$ cat config.mk
export PLATFORM = sky130hd
export DESIGN_NAME = rr_arbiter8_enc_flat
export DESIGN_NICKNAME = d
export VERILOG_FILES = /design/src/rtl/rr_arbiter8_enc_if.sv /design/src/rtl/rr_arbiter8_enc.sv /design/src/flat_wrapper.sv
export SDC_FILE = /design/constraint.sdc
export NUM_CORES = 1
export LEC_CHECK = 0
export CAP_MARGIN = 20
export CORE_ASPECT_RATIO = 2
export CORE_MARGIN = 3
export CORE_UTILIZATION = 51
export CTS_CLUSTER_DIAMETER = 50
export CTS_CLUSTER_SIZE = 14
export DETAILED_ROUTE_END_ITERATION = 10
export PLACE_DENSITY_LB_ADDON = 0.05
export RECOVER_POWER = 50
export SETUP_SLACK_MARGIN = 0.02
export SLEW_MARGIN = 15
export SYNTH_ARGS = -nofsm -noshare
export SYNTH_HDL_FRONTEND = slang
export SYNTH_SLANG_ARGS = --single-unit
$ cat constraint.sdc
create_clock -name clk -period 3.9 [get_ports clk]
set_input_delay 0.39 -clock clk [delete_from_list [all_inputs] [get_ports clk]]
set_output_delay 0.39 -clock clk [all_outputs]
set_load 0.01 [all_outputs]
$ cat src/rtl/rr_arbiter8_enc_if.sv
// Request/grant bundle between eight requesters and the round-robin arbiter.
interface rr_arbiter8_enc_if;
    logic       en;
    logic [7:0] req;
    logic       done;
    logic [7:0] gnt;
    logic [2:0] gnt_idx;
    logic       gnt_vld;
    logic       timeout;

    // Requester / controller side: drives requests, observes ownership.
    modport master (
        output en,
        output req,
        output done,
        input  gnt,
        input  gnt_idx,
        input  gnt_vld,
        input  timeout
    );

    // Arbiter side.
    modport slave (
        input  en,
        input  req,
        input  done,
        output gnt,
        output gnt_idx,
        output gnt_vld,
        output timeout
    );
endinterface

$ cat src/rtl/rr_arbiter8_enc.sv
// Eight-way round-robin arbiter with registered one-hot and encoded grant,
// grant hold until done/request drop, and an optional watchdog release.
module rr_arbiter8_enc #(
    parameter int unsigned HOLD_MAX = 16,
    parameter int unsigned CNT_W    = 8
) (
    input  logic               clk,
    input  logic               rst_n,
    rr_arbiter8_enc_if.slave   bus
);

    localparam int unsigned N_REQ = 8;
    localparam int unsigned IDX_W = 3;

    // Last hold count at which the watchdog fires (unused when HOLD_MAX is 0).
    localparam logic [CNT_W-1:0] HOLD_LAST = (HOLD_MAX == 0) ? '0 : CNT_W'(HOLD_MAX - 1);
    localparam logic [CNT_W-1:0] CNT_MAX   = '1;

    typedef enum logic [0:0] {
        ST_IDLE  = 1'b0,
        ST_GRANT = 1'b1
    } state_t;

    state_t             state_q, state_d;
    logic [IDX_W-1:0]   ptr_q, ptr_d;
    logic [CNT_W-1:0]   hold_cnt_q, hold_cnt_d;
    logic [N_REQ-1:0]   gnt_q, gnt_d;
    logic [IDX_W-1:0]   gnt_idx_q, gnt_idx_d;
    logic               gnt_vld_q, gnt_vld_d;
    logic               timeout_q, timeout_d;

    logic [IDX_W-1:0]   search_base_c;
    logic [IDX_W-1:0]   cand_c;
    logic [IDX_W-1:0]   win_idx_c;
    logic               win_vld_c;
    logic               rel_done_c;
    logic               rel_drop_c;
    logic               rel_to_c;

    // Rotating priority search; while granting, search from the post-release pointer.
    always_comb begin
        search_base_c = (state_q == ST_GRANT) ? gnt_idx_q + IDX_W'(1) : ptr_q;
        cand_c        = '0;
        win_idx_c     = '0;
        win_vld_c     = 1'b0;
        for (int unsigned i = 0; i < N_REQ; i++) begin
            cand_c = search_base_c + IDX_W'(i);
            if (!win_vld_c && bus.req[cand_c]) begin
                win_vld_c = 1'b1;
                win_idx_c = cand_c;
            end
        end
    end

    // Release causes of the current grant.
    always_comb begin
        rel_done_c = bus.done;
        rel_drop_c = !bus.req[gnt_idx_q];
        rel_to_c   = (HOLD_MAX != 0) && (hold_cnt_q == HOLD_LAST);
    end

    // Next-state and next-output logic.
    always_comb begin
        state_d    = state_q;
        ptr_d      = ptr_q;
        hold_cnt_d = hold_cnt_q;
        gnt_d      = gnt_q;
        gnt_idx_d  = gnt_idx_q;
        gnt_vld_d  = gnt_vld_q;
        timeout_d  = 1'b0;

        case (state_q)
            ST_IDLE: begin
                if (bus.en && win_vld_c) begin
                    state_d    = ST_GRANT;
                    gnt_d      = N_REQ'(1) << win_idx_c;
                    gnt_idx_d  = win_idx_c;
                    gnt_vld_d  = 1'b1;
                    hold_cnt_d = '0;
                end
            end
            ST_GRANT: begin
                if (rel_done_c || rel_drop_c || rel_to_c) begin
                    ptr_d     = gnt_idx_q + IDX_W'(1);
                    timeout_d = rel_to_c && !rel_done_c && !rel_drop_c;
                    if (bus.en && win_vld_c) begin
                        gnt_d      = N_REQ'(1) << win_idx_c;
                        gnt_idx_d  = win_idx_c;
                        gnt_vld_d  = 1'b1;
                        hold_cnt_d = '0;
                    end else begin
                        state_d    = ST_IDLE;
                        gnt_d      = '0;
                        gnt_idx_d  = '0;
                        gnt_vld_d  = 1'b0;
                        hold_cnt_d = '0;
                    end
                end else if (hold_cnt_q != CNT_MAX) begin
                    hold_cnt_d = hold_cnt_q + CNT_W'(1);
                end
            end
            default: begin
                state_d    = ST_IDLE;
                gnt_d      = '0;
                gnt_idx_d  = '0;
                gnt_vld_d  = 1'b0;
                hold_cnt_d = '0;
            end
        endcase
    end

    // State and output registers.
    always_ff @(posedge clk or negedge rst_n) begin
        if (!rst_n) begin
            state_q    <= ST_IDLE;
            ptr_q      <= '0;
            hold_cnt_q <= '0;
            gnt_q      <= '0;
            gnt_idx_q  <= '0;
            gnt_vld_q  <= 1'b0;
            timeout_q  <= 1'b0;
        end else begin
            state_q    <= state_d;
            ptr_q      <= ptr_d;
            hold_cnt_q <= hold_cnt_d;
            gnt_q      <= gnt_d;
            gnt_idx_q  <= gnt_idx_d;
            gnt_vld_q  <= gnt_vld_d;
            timeout_q  <= timeout_d;
        end
    end

    assign bus.gnt     = gnt_q;
    assign bus.gnt_idx = gnt_idx_q;
    assign bus.gnt_vld = gnt_vld_q;
    assign bus.timeout = timeout_q;

endmodule

$ cat src/flat_wrapper.sv
// flat-port wrapper written by rule: the top's interface ports become plain ports
module rr_arbiter8_enc_flat 
#(
    parameter int unsigned HOLD_MAX = 16,
    parameter int unsigned CNT_W    = 8
)
  (clk, rst_n, bus_en, bus_req, bus_done, bus_gnt, bus_gnt_idx, bus_gnt_vld, bus_timeout);
  rr_arbiter8_enc_if bus_i ();
  input  logic clk;
  input  logic rst_n;
  input wire logic [$bits(bus_i.en)-1:0] bus_en;
  input wire logic [$bits(bus_i.req)-1:0] bus_req;
  input wire logic [$bits(bus_i.done)-1:0] bus_done;
  output wire logic [$bits(bus_i.gnt)-1:0] bus_gnt;
  output wire logic [$bits(bus_i.gnt_idx)-1:0] bus_gnt_idx;
  output wire logic [$bits(bus_i.gnt_vld)-1:0] bus_gnt_vld;
  output wire logic [$bits(bus_i.timeout)-1:0] bus_timeout;
  assign bus_i.en = bus_en;
  assign bus_i.req = bus_req;
  assign bus_i.done = bus_done;
  assign bus_gnt = bus_i.gnt;
  assign bus_gnt_idx = bus_i.gnt_idx;
  assign bus_gnt_vld = bus_i.gnt_vld;
  assign bus_timeout = bus_i.timeout;
  rr_arbiter8_enc #(.HOLD_MAX(HOLD_MAX), .CNT_W(CNT_W)) u_core (.clk(clk), .rst_n(rst_n), .bus(bus_i));
endmodule
==> metrics.yaml <==
synth-edff-count: 0
routed_wl_microns: 6610
ys.flop_type: "dfrtp_1"
antennaDiodeCount: 0
crit_type: "flip-flop to flip-flop"
synthesis.instances: 243
status: "finished clean"
final_cells: 324
std_cell_rows: 33
path_common_cell: "ha_1"
synth_top_area_cell: "dfrtp_1"
ys_warn_count: 0
fin_skew_ps: 6.51
design.core.area_sq_um: 4170
grt_pass1_wl_microns: 10600
cts_buffers: 3
finalHoldViolations: 0
intPower_w: 0.00129
grtUsageTotal_pct: 27.5
fin_ws_ps: 353
start_util_pct: 53.7
synth_top_area_share_pct: 27.9
cts_tree: "built"
finalSetupViolCount: 0
required_ps: 4100
dp_cells: 319
ant_nets: 0
netlist_top_cells_count: "25 x dfrtp_1, 24 x nand2_1, 18 x nor2_1"
worstPathMaxFanout: 9
cp.arrival_ps: 3750
leakagePower_nw: 1.11
max-vdd-ir-drop_mv: 0.574
reg2reg_depth: 12
die_h_microns: 99.7
syn_area_per_cell_sq_um: 9.21
period_minus_slack_ps: 3550
synthXorXnorAreaFrac_pct: 4.64
swShare_pct: 51.8
fill_cells: 370
syn_area_sq_um: 2240
synth_most_common_cell: "dfrtp_1"
drv_slew: 0
gr-total-overflow: 0
crit-reg2reg-capture: "u_core.bus.gnt[5]"
tightest_slew_ps: 898
synth-seq-area-share_pct: 27.9
yosysUniqueCellTypes: 60
layout.nets: 289
place_ws_ps: 228
cts.sinks: 25
antenna_found_initial: 0
pwr-share-clk_pct: 5.7
clkTransAtPathRegs_ps: 90
power_switching_w: 0.00138
io-pin-count: 25
max_slew_margin_pct: 40.1
cts_hold_buf: 0
synthMuxAreaShare_pct: 17.2
p_comb_share_pct: 80.2
ys_seq_elements: 25
async_reset_ff_share_pct: 100
die_w_microns: 52.8
timing.rr.start: "u_core.bus.gnt_idx[0]"
critPathMaxStageDelay_ps: 480
post_drt_wl_per_cell_microns: 20.4
cp-start-kind: "flip-flop"
clk_path_buf_depth: 2
timing.final.crit_share_pct: 91.0
slowest_stage: "dfrtp_2"
drtIter0Drc: 68
synth_top_family_by_area: "compound AO/OA/AOI/OAI gates"
cts-root-buf: "clkbuf_8"
vias_per_cell: 6.50
dieArea_sq_um: 5270
holdWs_ps: 489
grt_max_degree: 17
place.gp.congestion: 0.898
rsz0062_at_grt: "false"
num_vias: 2105
synth.net_count: 259
clkLatencyLatePin_ps: 270
power.total_w: 0.00267
endpoint_kind: "flip-flop"
drt_first_pass_iters: 4
grt_pass1_vias: 2131
max_freq_mhz: 282
drcViolationCount: 0
r2r_slack_ps: 350
synth-compound-area-share_pct: 22.4
crit_chain: "ha_1 > mux2i_4 > ha_1 > inv_1 > a211o_1 > and2_1 > o211ai_1 > a32oi_1 > o311a_1 > o32a_1 > or3b_1 > o2bb2ai_1"
cap_violations: 0
tns_ps: 0
htree_levels: 1
synthTopCellsByArea: "dfrtp_1 28%, mux4_2 9.1%, nand2_1 4.0%, mux2i_1 3.6%, nand3_1 3.1%"
p_seq_share_pct: 14.1
syn_to_final_growth_pct: 17.1
dp_hpwl_microns: 5200
min_path_type: "input pin to async pin"
drive_above_1_share_pct: 16.9
numPortBuffers: 24
synthSimpleGateAreaFrac_pct: 21.6
powerDensity_nw_per_um2: 1020
synthAdderAreaFrac_pct: 2.24
-- area by class of cell --
cell class	instances	area (sq um)	share of cell area, %
Sequential cell	25	627	23.9
Tap cell	52	65.1	2.48
Timing Repair Buffer	35	319	12.2
Multi-Input combinational cell	199	1530	58.4
Inverter	9	33.8	1.29
Clock inverter	1	5.00	0.191
Clock buffer	3	41.3	1.58
-- worst max-delay path by stage --
stage,endpoint,slack (ps),cells past startpoint,from
6_report,u_core.bus.gnt[5],350,12,u_core.bus.gnt_idx[0]
4_1_cts,u_core.hold_cnt_q[0],210,13,u_core.bus.gnt_idx[0]
5_1_grt,u_core.bus.gnt_idx[0],130,14,u_core.bus.gnt_idx[0]
3_5_place_dp,u_core.hold_cnt_q[0],230,13,u_core.bus.gnt_idx[0]
3_3_place_gp,u_core.hold_cnt_q[0],300,13,u_core.bus.gnt_idx[0]
2_1_floorplan,u_core.bus.gnt[4],240,13,u_core.bus.gnt_idx[1]
-- flip-flops by register name, summed over array words and instances, names as in the netlist --
name,cells
u_core.bus.timeout,1
u_core.state_q,1
u_core.hold_cnt_q,8
u_core.bus.gnt_vld,1
u_core.bus.gnt,8
u_core.bus.gnt_idx,3
u_core.ptr_q,3
-- through the flow --
step / area, sq um / utilization (%)
global route: 2620 / 62.9
floorplan: 2240 / -
detailed placement: 2580 / 62.0
finish: 2620 / 62.9
global placement: 2560 / 61.3
CTS: 2630 / 63.1
-- layout by cell type, fill, tap and decap left out, types with 8 or more instances in the layout --
cell	Yosys	layout
mux4_2	9	9
clkdlybuf4s50_1	0	17
nor2_1	18	18
inv_1	8	8
and2_1	11	11
nand2_1	24	23
buf_4	2	10
dfrtp_1	25	24
o21ai_0	13	13
nand3_1	14	14
-- critical path: cells and delay by family, from the launching register on --
family | cells | cell delay [ps]
compound gates | 6 | 1550
simple gates | 2 | 630
fa+ha+maj | 2 | 580
flops | 1 | 480
mux | 1 | 190
buf+inv | 1 | 40
-- routing by layer --
metal  vias to the layer above  GRT usage [%]  part of all wire [%]
met4                         0           17.9                   7.4
met3                        37           4.50                   3.6
met5                         -              0                     0
met2                        60           49.2                    53
met1                      1025           27.5                    36
li1                        983              -                     -
-- repair_timing --
item / CTS / global route
setup endpoints to repair: 0 / 18
buffers inserted: 0 / 1
gates resized for setup: 0 / 3
-- power by group through the flow --
stage	clock, W	sequential [W]	combinational (W)
global placement	0	0.000380	0.00205
finish	0.000153	0.000377	0.00214
CTS	0.000156	0.000376	0.00206
floorplan	0	0.000372	0.00149
global route	0.000164	0.000385	0.00230
detailed placement	0	0.000381	0.00206
-- kinds of logic after synthesis --
kind of cell    after synthesis
mux                          24
flops                        25
fa+ha+maj                     4
xor+xnor                     11
simple gates                 95
compound gates               65
buf+inv                      19
Note: power is estimated with default switching activity, not from simulation.
